### src/rtl/id_ex_stage.sv
// ID/EX pipeline register with load-use hazard detection.
// Hazard bubbles are inserted locally and tallied in a saturating counter.
module id_ex_stage #(
  parameter int XLEN  = 32,
  parameter int CNT_W = 16
) (
  input  logic             clk_i,
  input  logic             rst_i,
  input  logic             stall_i,
  input  logic             flush_i,
  input  logic [1:0]       ALUOp_i,
  input  logic             ALUSrc_i,
  input  logic             RegWrite_i,
  input  logic             MemtoReg_i,
  input  logic             MemWrite_i,
  input  logic             MemRead_i,
  input  logic             Branch_i,
  input  logic [XLEN-1:0]  RS1data_i,
  input  logic [XLEN-1:0]  RS2data_i,
  input  logic [XLEN-1:0]  imm_i,
  input  logic [9:0]       funct_i,
  input  logic [4:0]       RS1addr_i,
  input  logic [4:0]       RS2addr_i,
  input  logic [4:0]       RDaddr_i,
  output logic [1:0]       ALUOp_o,
  output logic             ALUSrc_o,
  output logic             RegWrite_o,
  output logic             MemtoReg_o,
  output logic             MemWrite_o,
  output logic             MemRead_o,
  output logic             Branch_o,
  output logic [XLEN-1:0]  RS1data_o,
  output logic [XLEN-1:0]  RS2data_o,
  output logic [XLEN-1:0]  imm_o,
  output logic [9:0]       funct_o,
  output logic [4:0]       RS1addr_o,
  output logic [4:0]       RS2addr_o,
  output logic [4:0]       RDaddr_o,
  output logic             valid_o,
  output logic             noop_o,
  output logic             pc_write_o,
  output logic             if_id_write_o,
  output logic [CNT_W-1:0] bubble_cnt_o
);

  logic [1:0]       r_aluop;
  logic             r_alusrc;
  logic             r_regwrite;
  logic             r_memtoreg;
  logic             r_memwrite;
  logic             r_memread;
  logic             r_branch;
  logic [XLEN-1:0]  r_rs1data;
  logic [XLEN-1:0]  r_rs2data;
  logic [XLEN-1:0]  r_imm;
  logic [9:0]       r_funct;
  logic [4:0]       r_rs1addr;
  logic [4:0]       r_rs2addr;
  logic [4:0]       r_rdaddr;
  logic             r_valid;
  logic [CNT_W-1:0] r_cnt;

  logic w_hazard;
  logic w_bubble;
  logic w_cnt_max;

  assign w_hazard = r_memread & r_valid & (r_rdaddr != 5'd0) &
                    ((r_rdaddr == RS1addr_i) |
                     (r_rdaddr == RS2addr_i));
  assign w_bubble  = flush_i | w_hazard;
  assign w_cnt_max = &r_cnt;

  assign noop_o        = w_hazard;
  assign pc_write_o    = ~w_hazard & ~stall_i;
  assign if_id_write_o = ~w_hazard & ~stall_i;

  always_ff @(posedge clk_i or negedge rst_i) begin
    if (!rst_i) begin
      r_aluop    <= '0;
      r_alusrc   <= 1'b0;
      r_regwrite <= 1'b0;
      r_memtoreg <= 1'b0;
      r_memwrite <= 1'b0;
      r_memread  <= 1'b0;
      r_branch   <= 1'b0;
      r_rs1data  <= '0;
      r_rs2data  <= '0;
      r_imm      <= '0;
      r_funct    <= '0;
      r_rs1addr  <= '0;
      r_rs2addr  <= '0;
      r_rdaddr   <= '0;
      r_valid    <= 1'b0;
      r_cnt      <= '0;
    end else if (!stall_i) begin
      // Operands still move on a bubble; only effects are squashed
      r_rs1data <= RS1data_i;
      r_rs2data <= RS2data_i;
      r_imm     <= imm_i;
      r_funct   <= funct_i;
      r_rs1addr <= RS1addr_i;
      r_rs2addr <= RS2addr_i;
      if (w_bubble) begin
        r_aluop    <= '0;
        r_alusrc   <= 1'b0;
        r_regwrite <= 1'b0;
        r_memtoreg <= 1'b0;
        r_memwrite <= 1'b0;
        r_memread  <= 1'b0;
        r_branch   <= 1'b0;
        r_rdaddr   <= '0;
        r_valid    <= 1'b0;
      end else begin
        r_aluop    <= ALUOp_i;
        r_alusrc   <= ALUSrc_i;
        r_regwrite <= RegWrite_i;
        r_memtoreg <= MemtoReg_i;
        r_memwrite <= MemWrite_i;
        r_memread  <= MemRead_i;
        r_branch   <= Branch_i;
        r_rdaddr   <= RDaddr_i;
        r_valid    <= 1'b1;
      end
      if (w_hazard && !w_cnt_max)
        r_cnt <= r_cnt + 1'b1;
    end
  end

  assign ALUOp_o      = r_aluop;
  assign ALUSrc_o     = r_alusrc;
  assign RegWrite_o   = r_regwrite;
  assign MemtoReg_o   = r_memtoreg;
  assign MemWrite_o   = r_memwrite;
  assign MemRead_o    = r_memread;
  assign Branch_o     = r_branch;
  assign RS1data_o    = r_rs1data;
  assign RS2data_o    = r_rs2data;
  assign imm_o        = r_imm;
  assign funct_o      = r_funct;
  assign RS1addr_o    = r_rs1addr;
  assign RS2addr_o    = r_rs2addr;
  assign RDaddr_o     = r_rdaddr;
  assign valid_o      = r_valid;
  assign bubble_cnt_o = r_cnt;

endmodule

### config.mk
export PLATFORM = sky130hd
export DESIGN_NAME = id_ex_stage
export DESIGN_NICKNAME = d
export VERILOG_FILES = /design/src/rtl/id_ex_stage.sv
export SDC_FILE = /design/constraint.sdc
export NUM_CORES = 1
export LEC_CHECK = 0
export CORE_UTILIZATION = 34
export CTS_BUF_LIST = sky130_fd_sc_hd__clkbuf_2
export DETAILED_ROUTE_END_ITERATION = 10
export HOLD_SLACK_MARGIN = 0.12
export PLACE_DENSITY = 0.78
export SYNTH_ARGS = -nofsm -noshare
export SYNTH_HDL_FRONTEND = slang
export SYNTH_SLANG_ARGS = --single-unit
export TNS_END_PERCENT = 20
### constraint.sdc
create_clock -name clk_i -period 3.4 [get_ports clk_i]
set_input_delay 0.34 -clock clk_i [delete_from_list [all_inputs] [get_ports clk_i]]
set_output_delay 0.34 -clock clk_i [all_outputs]
set_load 0.01 [all_outputs]
==> key figures, run 1 <==
Status
  – Outcome: complete, no violations

Setup path
  – Critical path required time: 3060 ps
  – Critical Path AT: 2820 ps
  – CP Launch Type: flip-flop
  – Worst path slowest cell: clkdlybuf4s50_1
  – CP most frequent cell: nor2_1
  – Crit-path max FO: 5
  – Family with the most delay on the worst path: simple AND/OR/NAND/NOR gates
  – CP peak stage delay: 580 ps
  – Crit path capture type: output pin
  – Worst setup path class: flip-flop to output pin
  – Crit path buf inv count: 1
  – CP Cell Sequence: or4_4 > o211ai_4 > nor2_1 > nor2_1 > clkdlybuf4s50_1
  – Reg-to-reg slack, setup: 1290 ps

Synthesis
  – Synthesized net count: 531
  – Register area share after synthesis: 63.0%
  – Syn avg cell area: 14.6 sq um
  – Synthesized area: 5800 sq um
  – Post-synth EDFFs: 0
  – Yosys warns: 0
  – Count of cell types in the netlist: 30
  – Top_reg_cell synth: dfrtp_1
  – Post-synthesis cell count: 397
  – Yosys reg bits: 146
  – Synth async-reset ratio: 100%

Place
  – Placed Area: 8850 sq um
  – Buffers added on ports: 281
  – Placed cells: 881
  – Detailed Place HPWL: 11.0 mm
  – Pre-CTS WS: 848 ps
  – Final GP Congestion: 0.819

GRT
  – Vias in the first global route: 4,675
  – Met2 GRT Util: 30.9%
  – GRT Residual Overflow: 0
  – Grt met1 use: 19.3%
  – Largest net degree at the start of global routing: 145
  – Aggregate global-route resource usage: 17.6%
  – Initial antenna violation count: 0
  – Met3 GRT Util: 7.59%
  – Busiest layer in global routing: met2
  – First-pass GRT wire length: 24.2 mm

Drt
  – Per-cell routed wire length: 16.4 um
  – Via density: 4.63
  – DRT Pass-1 Iters: 4
  – Final wirelength: 15.1 mm
  – Vias: 4,254
  – Post-route antenna net violation count: 0
  – DR DRC count: 0
  – Drt initial violations: 143

Timing
  – Setup TNS: 0 ps
  – PnR worst setup slack: 240 ps
  – RSZ-0062 raised after global routing: false
  – Final Hold Viols: 0
  – Worst-Margin Slew: 766 ps
  – Final setup vio count: 0
  – Final worst-path cycle share: 92.9%
  – Normalized max-slew margin: 48.9%
  – Slew Viols, Final: 0
  – Tmin final: 3160 ps
  – Highest Clock Rate: 316 MHz
  – Setup Skew: 22.0 ps

Cells and area
  – Fin area: 9170 sq um
  – Ant diodes: 0
  – Filler cells: 1,393
  – Non-filler cells, final: 919
  – Area Overhead vs Synth: 58.1%
  – Multi-input combinational cell area: 2060 sq um
  – Share of cells above drive strength 1: 23.6%
  – Fin nets: 821
  – Sequential Area: 3650 sq um
  – Core Util, Final: 55.1%

Power and ir drop
  – Combinational share of power: 22.0%
  – Switching Fraction: 26.5%
  – Net switching power: 1030 uW
  – Reg power frac: 51.1%
  – Clock share of power: 26.9%
  – Maximum vdd drop: 0.276 mV
  – Internal Power: 2850 uW
  – Pwr/cell area: 424 nW/um^2
  – Static Leakage: 0.00381 uW

CTS
  – Insertion delay to the later sink of the worst-skew pair: 680 ps
  – # H-tree levels: 4
  – Worst-path clk slew: 210 ps
  – Number of CTS-inserted buffers: 17
  – CTS Sinks: 146
  – Root buffer selected by CTS: clkbuf_2
  – CTS tree: built
  – CTS Buffer Depth: 2

Floorplanning
  – Die Y: 133 um
  – Die width: 133 um
  – Rows: 47
  – Area of the die: 17,600 sq um
  – Core area: 16,600 sq um
  – Starting Density: 34.9%
  – I/O pin count: 282

Min path
  – HP Class: primary input to async pin

Job
  – Max-cap check violation count: 0
[power groups by stage]
stage	registers, uW	clock network [uW]	logic [uW]
floorplan	2080	0	215
global placement	2010	0	843
detailed placement	2020	0	858
CTS	1990	1090	865
global route	2010	1170	911
finish	1980	1050	855
[area by class of cell]
class | count | area share, %
clock inverter | 12 | 1.71
tap | 220 | 3.00
sequential | 146 | 39.9
clock buffer | 19 | 1.04
timing repair buffer | 292 | 32.0
multi-input combinational | 230 | 22.4
[logic make-up (layout without fill, tap and decap cells)]
group	after synthesis	after routing	share of synthesized area, %
flip-flops	146	146	63.0
multiplexers	117	117	22.8
AND/OR/NAND/NOR	68	68	6.45
XOR/XNOR	25	25	3.77
buffers and inverters	21	323	1.57
AO/OA/AOI/OAI	19	19	2.24
adder cells (fa/ha/maj)	1	1	0.216
[metrics by stage]
stage	total power, uW	hold slack (ps)
detailed placement	2880	419
global route	4080	128
CTS	3950	124
finish	3880	191
global placement	2850	400
floorplan	2300	44.4
[final timing paths]
| check | from | to | cells after the start |
|---|---|---|---|
| setup / recovery | RDaddr_o[1]$_DFFE_PN0N_ | pc_write_o | 5 |
| hold / removal | rst_i | RS2data_o[28]$_DFFE_PN0N_ | 2 |
| setup reg to reg | RDaddr_o[1]$_DFFE_PN0N_ | bubble_cnt_o[1]$_DFFE_PN0P_ | 6 |
| hold reg to reg | bubble_cnt_o[6]$_DFFE_PN0P_ | bubble_cnt_o[6]$_DFFE_PN0P_ | 1 |
| max in group asynchronous | rst_i | RS2data_o[8]$_DFFE_PN0N_ | 3 |
| min in group clk_i | Branch_i | Branch_o$_DFFE_PN0N_ | 3 |
[synth_stat cells, drive strengths merged (3+ instances only)]
cell	n	share of area, %
o21ai	14	1.2
mux2	117	23
nand2b	13	1.4
nor4	8	0.86
xor2	25	3.8
nor2	8	0.65
nand3	4	0.35
clkbuf	18	1.2
nor3	7	0.60
dfrtp	146	63
buf	3	0.41
nand2	18	1.2
[layer usage]
metal	vias up	wire length, um	part of all wire, %
met5	-	0	0
met4	0	281	1.9
met3	21	1280	8.5
met2	168	7880	52
met1	2099	5670	38
li1	1966	-	-
[state kept, by name, indices dropped and copies added, names as in the netlist, 2 cells and up]
name and count:
ALUOp_o 2, RDaddr_o 5, RS1addr_o 5, RS1data_o 32, RS2addr_o 5, RS2data_o 32, bubble_cnt_o 16, funct_o 10
imm_o 32
[timing repair]
| action | 4_1_cts | 5_1_grt |
|---|---|---|
| hold endpoints to repair | 79 | 2 |
| setup endpoints to repair | 0 | 2 |
| setup buffers | 0 | 2 |
| gates resized for setup | 0 | 1 |
| hold buffers | 3 | 2 |
[layout by cell type (no fill, tap or decap), types with 2 or more instances in the layout]
master / netlist / routed
clkdlybuf4s50_1: 0 / 279
dfrtp_1: 146 / 145
mux2_2: 116 / 116
xor2_1: 25 / 25
clkbuf_2: 0 / 19
nand2_1: 18 / 18
o21ai_0: 14 / 14
nand2b_1: 13 / 13
nor4_1: 8 / 8
nor3_1: 7 / 7
nor2_1: 7 / 7
dlygate4sd3_1: 0 / 5
buf_4: 1 / 5
nand3_1: 4 / 4
clkinvlp_4: 0 / 4
inv_6: 0 / 3
bufinv_16: 0 / 3
nand4_1: 2 / 2
or4b_2: 2 / 2
clkinv_2: 0 / 2
buf_12: 0 / 2
Note: power is estimated with default switching activity, not from simulation.
==> inputs of run 2 (changes only) <==
Settings changed: SLEW_MARGIN from default to 20.
==> results of run 2 <==
The final DEF is identical to that of run 1; final timing and power are the same.
